<file path="src/rtl/mem_wb_stage.sv">
// mem_wb_stage: MEM/WB pipeline register with a valid/ready handshake.
//   Captures one memory-stage result per accepted transfer. Misaligned
//   accesses become a precise exception record: the PC is kept and the
//   register write is suppressed. A saturating counter tracks misaligned
//   accepts for debug.
//
// Optional feature: define MEM_WB_SKID_EN for a two-entry skid buffer
//   (MAIN + SKID) with a registered in_ready. Without it the stage holds a
//   single entry and in_ready = !out_valid | out_ready (combinational).
//
// Ports:
//   clk, reset           clock; synchronous active-high reset
//   flush                clears all held entries and drops any incoming entry
//   in_valid/in_ready    upstream handshake
//   in_*                 memory-stage fields (pc, en, br_flag, ctrl_op,
//                        dst_addr, gpr_we_ (active-low), exp_code, out,
//                        miss_align)
//   out_valid/out_ready  downstream handshake
//   out_*                fields of the entry held in MAIN
//   miss_align_cnt       saturating count of misaligned accepts (reset only)
module mem_wb_stage #(
  parameter int unsigned      DATA_W          = 32,
  parameter int unsigned      PC_W            = 30,
  parameter int unsigned      REG_AW          = 5,
  parameter int unsigned      CTRL_W          = 2,
  parameter int unsigned      EXP_W           = 3,
  parameter logic [EXP_W-1:0] MISS_ALIGN_CODE = 3'h2,
  parameter int unsigned      CNT_W           = 16
) (
  input  logic              clk,
  input  logic              reset,
  input  logic              flush,
  input  logic              in_valid,
  output logic              in_ready,
  input  logic [PC_W-1:0]   in_pc,
  input  logic              in_en,
  input  logic              in_br_flag,
  input  logic [CTRL_W-1:0] in_ctrl_op,
  input  logic [REG_AW-1:0] in_dst_addr,
  input  logic              in_gpr_we_,
  input  logic [EXP_W-1:0]  in_exp_code,
  input  logic [DATA_W-1:0] in_out,
  input  logic              in_miss_align,
  output logic              out_valid,
  input  logic              out_ready,
  output logic [PC_W-1:0]   out_pc,
  output logic              out_en,
  output logic              out_br_flag,
  output logic [CTRL_W-1:0] out_ctrl_op,
  output logic [REG_AW-1:0] out_dst_addr,
  output logic              out_gpr_we_,
  output logic [EXP_W-1:0]  out_exp_code,
  output logic [DATA_W-1:0] out_out,
  output logic [CNT_W-1:0]  miss_align_cnt
);

  localparam logic [CTRL_W-1:0] CTRL_OP_NOP = '0;
  localparam logic [CNT_W-1:0]  CNT_MAX     = {CNT_W{1'b1}};

  typedef struct packed {
    logic [PC_W-1:0]   pc;
    logic              en;
    logic              br_flag;
    logic [CTRL_W-1:0] ctrl_op;
    logic [REG_AW-1:0] dst_addr;
    logic              gpr_we_;
    logic [EXP_W-1:0]  exp_code;
    logic [DATA_W-1:0] out;
  } entry_t;

  typedef enum logic [1:0] {
    OCC_EMPTY = 2'd0,
    OCC_ONE   = 2'd1,
    OCC_FULL  = 2'd2
  } occ_e;

  // Cleared entry: everything zero except the active-low write enable.
  function automatic entry_t cleared_entry();
    entry_t e;
    e         = '0;
    e.gpr_we_ = 1'b1;
    return e;
  endfunction

  entry_t in_entry_s;
  logic   in_ready_s;
  logic   accept_s;
  logic   consume_s;

  occ_e   occ_q;
  logic   out_valid_q;
  entry_t main_q;
  logic [CNT_W-1:0] cnt_q;
  logic [CNT_W-1:0] cnt_d;

`ifdef MEM_WB_SKID_EN
  entry_t skid_q;
  logic   in_ready_q;
  // Registered ready: no combinational path from out_ready to in_ready.
  assign in_ready_s = in_ready_q;
`else
  // Single entry: the slot frees in the same cycle downstream consumes it.
  assign in_ready_s = ~out_valid_q | out_ready;
`endif

  assign accept_s  = in_valid & in_ready_s & ~flush;
  assign consume_s = out_valid_q & out_ready;

  // Misaligned access turns into an exception record; PC/en/br_flag kept.
  always_comb begin
    in_entry_s.pc      = in_pc;
    in_entry_s.en      = in_en;
    in_entry_s.br_flag = in_br_flag;
    if (in_miss_align) begin
      in_entry_s.ctrl_op  = CTRL_OP_NOP;
      in_entry_s.dst_addr = '0;
      in_entry_s.gpr_we_  = 1'b1;
      in_entry_s.exp_code = MISS_ALIGN_CODE;
      in_entry_s.out      = '0;
    end else begin
      in_entry_s.ctrl_op  = in_ctrl_op;
      in_entry_s.dst_addr = in_dst_addr;
      in_entry_s.gpr_we_  = in_gpr_we_;
      in_entry_s.exp_code = in_exp_code;
      in_entry_s.out      = in_out;
    end
  end

  // Occupancy FSM with the MAIN/SKID entries and registered handshake outputs.
  always_ff @(posedge clk) begin
    if (reset || flush) begin
      occ_q       <= OCC_EMPTY;
      out_valid_q <= 1'b0;
      main_q      <= cleared_entry();
`ifdef MEM_WB_SKID_EN
      skid_q      <= cleared_entry();
      in_ready_q  <= 1'b1;
`endif
    end else begin
      case (occ_q)
        OCC_EMPTY: begin
          if (accept_s) begin
            occ_q       <= OCC_ONE;
            out_valid_q <= 1'b1;
            main_q      <= in_entry_s;
          end
        end
        OCC_ONE: begin
`ifdef MEM_WB_SKID_EN
          if (accept_s && consume_s) begin
            main_q <= in_entry_s;
          end else if (accept_s) begin
            // Downstream stalled: park the newcomer and close the input.
            skid_q     <= in_entry_s;
            occ_q      <= OCC_FULL;
            in_ready_q <= 1'b0;
          end else if (consume_s) begin
            occ_q       <= OCC_EMPTY;
            out_valid_q <= 1'b0;
          end
`else
          // An accept while occupied implies out_ready, i.e. a consume.
          if (accept_s) begin
            main_q <= in_entry_s;
          end else if (consume_s) begin
            occ_q       <= OCC_EMPTY;
            out_valid_q <= 1'b0;
          end
`endif
        end
`ifdef MEM_WB_SKID_EN
        OCC_FULL: begin
          if (consume_s) begin
            main_q     <= skid_q;
            skid_q     <= cleared_entry();
            occ_q      <= OCC_ONE;
            in_ready_q <= 1'b1;
          end
        end
`endif
        default: begin
          occ_q       <= OCC_EMPTY;
          out_valid_q <= 1'b0;
          main_q      <= cleared_entry();
        end
      endcase
    end
  end

  // Saturating misalignment count; flush deliberately leaves it alone.
  always_comb begin
    if (accept_s && in_miss_align && (cnt_q != CNT_MAX)) begin
      cnt_d = cnt_q + CNT_W'(1);
    end else begin
      cnt_d = cnt_q;
    end
  end

  // Counter register, cleared only by reset.
  always_ff @(posedge clk) begin
    if (reset) begin
      cnt_q <= '0;
    end else begin
      cnt_q <= cnt_d;
    end
  end

  assign in_ready       = in_ready_s;
  assign out_valid      = out_valid_q;
  assign out_pc         = main_q.pc;
  assign out_en         = main_q.en;
  assign out_br_flag    = main_q.br_flag;
  assign out_ctrl_op    = main_q.ctrl_op;
  assign out_dst_addr   = main_q.dst_addr;
  assign out_gpr_we_    = main_q.gpr_we_;
  assign out_exp_code   = main_q.exp_code;
  assign out_out        = main_q.out;
  assign miss_align_cnt = cnt_q;

endmodule

</file>
<file path="config.mk">
export PLATFORM = sky130hd
export DESIGN_NAME = mem_wb_stage
export DESIGN_NICKNAME = d
export VERILOG_FILES = /design/src/rtl/mem_wb_stage.sv
export SDC_FILE = /design/constraint.sdc
export NUM_CORES = 1
export LEC_CHECK = 0
export ABC_CLOCK_PERIOD_IN_PS = 2300
export CAP_MARGIN = 25
export CORE_ASPECT_RATIO = 0.5
export CORE_UTILIZATION = 35
export CTS_CLUSTER_DIAMETER = 40
export DETAILED_ROUTE_END_ITERATION = 16
export GPL_TIMING_DRIVEN = 0
export PLACE_DENSITY = 0.71
export SETUP_SLACK_MARGIN = 0.05
export SLEW_MARGIN = 20
export SYNTH_ARGS = -nofsm -noshare
export SYNTH_HDL_FRONTEND = slang
export SYNTH_SLANG_ARGS = --single-unit
</file>
<file path="constraint.sdc">
create_clock -name clk -period 2.3 [get_ports clk]
set_input_delay 0.46 -clock clk [delete_from_list [all_inputs] [get_ports clk]]
set_output_delay 0.46 -clock clk [all_outputs]
set_load 0.02 [all_outputs]
</file>
==> results.md <==
* Share of Yosys cell area claimed by the top area cell type at 51.31%
* Remaining Overflow, GRT at 0
* Layout cell share with drive strength beyond 1 at 3.704%
* Worst-path fanout max at 6
* H-tree levels at 3
* Initial DRC Count at 142
* Detail Placement HPWL at 8189 um
* First-pass GRT wire length at 17280 um
* Vias per inst at 4.749
* Hold_buf cts at 0
* Site row count at 25
* CP endpoint: miss_align_cnt[15]
* Root Driver: clkbuf_16
* Placed cell areas at 0.005480 sq mm
* Avg Inst Size Synth at 8.271 sq um
* Lkg Pwr at 1.868 nW
* Initial Utilization at 37.02%
* Die area at 0.01069 sq mm
* Asr flop ratio synth at 0%
* Die W at 145.2 um
* Max clock buf depth at 2
* Number of clock sinks at 92
* Critical path class: input pin to flop
* Final Cycle Share at 94.12%
* Num ports at 174
* Core area at 0.009697 sq mm
* Worst endpoint required time at 2510 ps
* Arr. time, crit path at 2370 ps
* Status: complete, no violations
* DR WL/cell at 14.36 um
* Fin. max-slew vios at 0
* Area growth syn-to-layout at 60.58%
* Maximum vdd drop at 0.3997 mV
* Synth Flop Type: dfxtp_1
* Final Cell Area at 0.005764 sq mm
* Number of synthesized flops with an enable pin at 0
* CTS tree: built
* Setup violators final at 0
* Via count at 3590
* Final min period at 2165 ps
* Clk_lat worst skew at 320 ps
* Mapped Nets at 516
* Final core occ at 59.45%
* Post-Syn Area at 0.003590 sq mm
* Worst-margin pin slew at 550.8 ps
* Nets at 698
* Pre-Repair DR Iteration Count at 5
* Synth top area cells: dfxtp_1 (51%), nand2_1 (12%), a21oi_1 (10%)
* Most area-hungry cell type in the Yosys netlist: dfxtp_1
* FF-to-FF path depth at 5
* Post-Synthesis Cells at 434
* Max-Cap Viols at 0
* Setup WS pre-CTS at -334.3 ps
* Number of diodes at 0
* Most frequent cells after synthesis: nand2_1 (115), dfxtp_1 (92), a21oi_1 (74), nand3b_1 (41), nor2_1 (22)
* Maximum clock frequency at 461.9 MHz
* Hold WC Path Type: flop to flop
* R2R Setup Slk at 270 ps
* R2r startpoint: miss_align_cnt[0]
* Final antenna-violating net count at 0
* RSZ-0062 raised after global routing: no
* Setup ws final at 135.2 ps
* WL final at 10850 um
* Register bit total from synthesis at 92
* Gr usage total at 20.49%
* Worst Skew at 4.194 ps
* Largest net degree at the start of global routing at 14
* Filler cells at 894
* Distinct cells, synth at 33
* YS warnings at 0
* DRC at 0
* Initial antenna violation count at 0
* Critical R2R Capture: miss_align_cnt[15]
* Routability cong. at 0.7877
* Power Total at 3.418 mW
* Register area share after synthesis at 51.31%
* Fin. Hold Viols at 0
* Crit end category: flop
* Port bufs at 172
* Relative slew slack at 63.15%
* Kind of start point of the critical path: input pin
* Critical Path Source: flush
* CTS buffer count at 9
* Count leader, synth: nand2_1
* Clk slew on worst S/H paths at 60 ps
* Die Y at 73.61 um
* Vias in the first global route at 3468
* PD cells at 593.0 mW/mm^2
power by group:
group	switching, mW	leakage, nW	internal, mW
clock network	0.561	0.135	0.843
registers	0.0131	0.744	1.62
logic	0.178	0.989	0.205
total	0.752	1.87	2.67
worst min path at each step:
stage	from	to	slack, ps	cells past startpoint
global placement	out_out[16]	out_out[16]	440	2
global route	out_out[1]	out_out[1]	470	2
detailed placement	out_out[1]	out_out[1]	440	2
CTS	out_out[1]	out_out[1]	450	2
finish	out_out[29]	out_out[29]	450	2
floorplan	out_ctrl_op[1]	out_ctrl_op[1]	530	2
per-stage QoR:
| stage | hold slack, ps | setup TNS, ps | std cells |
|---|---|---|---|
| after floorplan | 530.2 | 0 | 434 |
| after global placement | 437.8 | -10660 | 741 |
| after detailed placement | 443.4 | -14890 | 741 |
| after CTS | 451.7 | 0 | 757 |
| after global routing | 471.0 | 0 | 756 |
| final | 447.3 | 0 | 756 |
critical path: stages:
cell	delay (ps)
clkdlybuf4s50_1	430
nand2b_1	170
or3_1	360
buf_2	170
or3_1	330
nor3_2	120
mux2_1	330
cells in the final DEF, fill, tap and decap left out, drive strengths merged, types with 2 or more instances in the layout:
cell           count
nand2            115
clkbuf            38
clkdlybuf4s50    171
nand3b            41
nor2b              3
a21oi             74
buf                8
nand4              6
and3               2
nor2              22
or3                2
nor4               4
dfxtp             92
nand3              3
nor3              11
xnor2             12
flip-flops by register name (all words and copies together), names as in the netlist:
register / flops
miss_align_cnt: 16
out_br_flag: 1
out_en: 1
out_gpr_we_: 1
out_pc: 30
out_out: 32
out_exp_code: 3
out_ctrl_op: 2
out_valid: 1
out_dst_addr: 5
layout make-up:
cell class | instances | area (sq um) | share of cell area [%]
clock buffers | 14 | 244.0 | 4.233
multi-input cells | 308 | 1618 | 28.07
plain buffers | 32 | 128.9 | 2.236
well taps | 135 | 168.9 | 2.930
inverters | 1 | 3.754 | 0.06512
repair buffers | 172 | 1724 | 29.91
flip-flops and latches | 92 | 1842 | 31.95
clock inverters | 2 | 35.03 | 0.6078
timing repair:
item / CTS / global route
buffers inserted: 0 / 0
gates resized for setup: 1 / 5
setup endpoints to repair: 10 / 48
kinds of logic after synthesis:
family / share of synthesized area (%)
xor gates and xnor gates: 2.928
AOI/OAI and AO/OA: 11.89
DFF: 51.31
adders and majority gates: 0.3485
buffers and inverters: 3.625
and+or+nand+nor: 29.31
muxes: 0.5925
layer usage:
| metal | share of wire (%) | track usage, % |
|---|---|---|
| met4 | 0.82 | 4.678 |
| met1 | 46 | 26.38 |
| met5 | 0 | 0 |
| met3 | 4.4 | 5.031 |
| met2 | 49 | 35.20 |
Note: power is estimated with default switching activity, not from simulation.
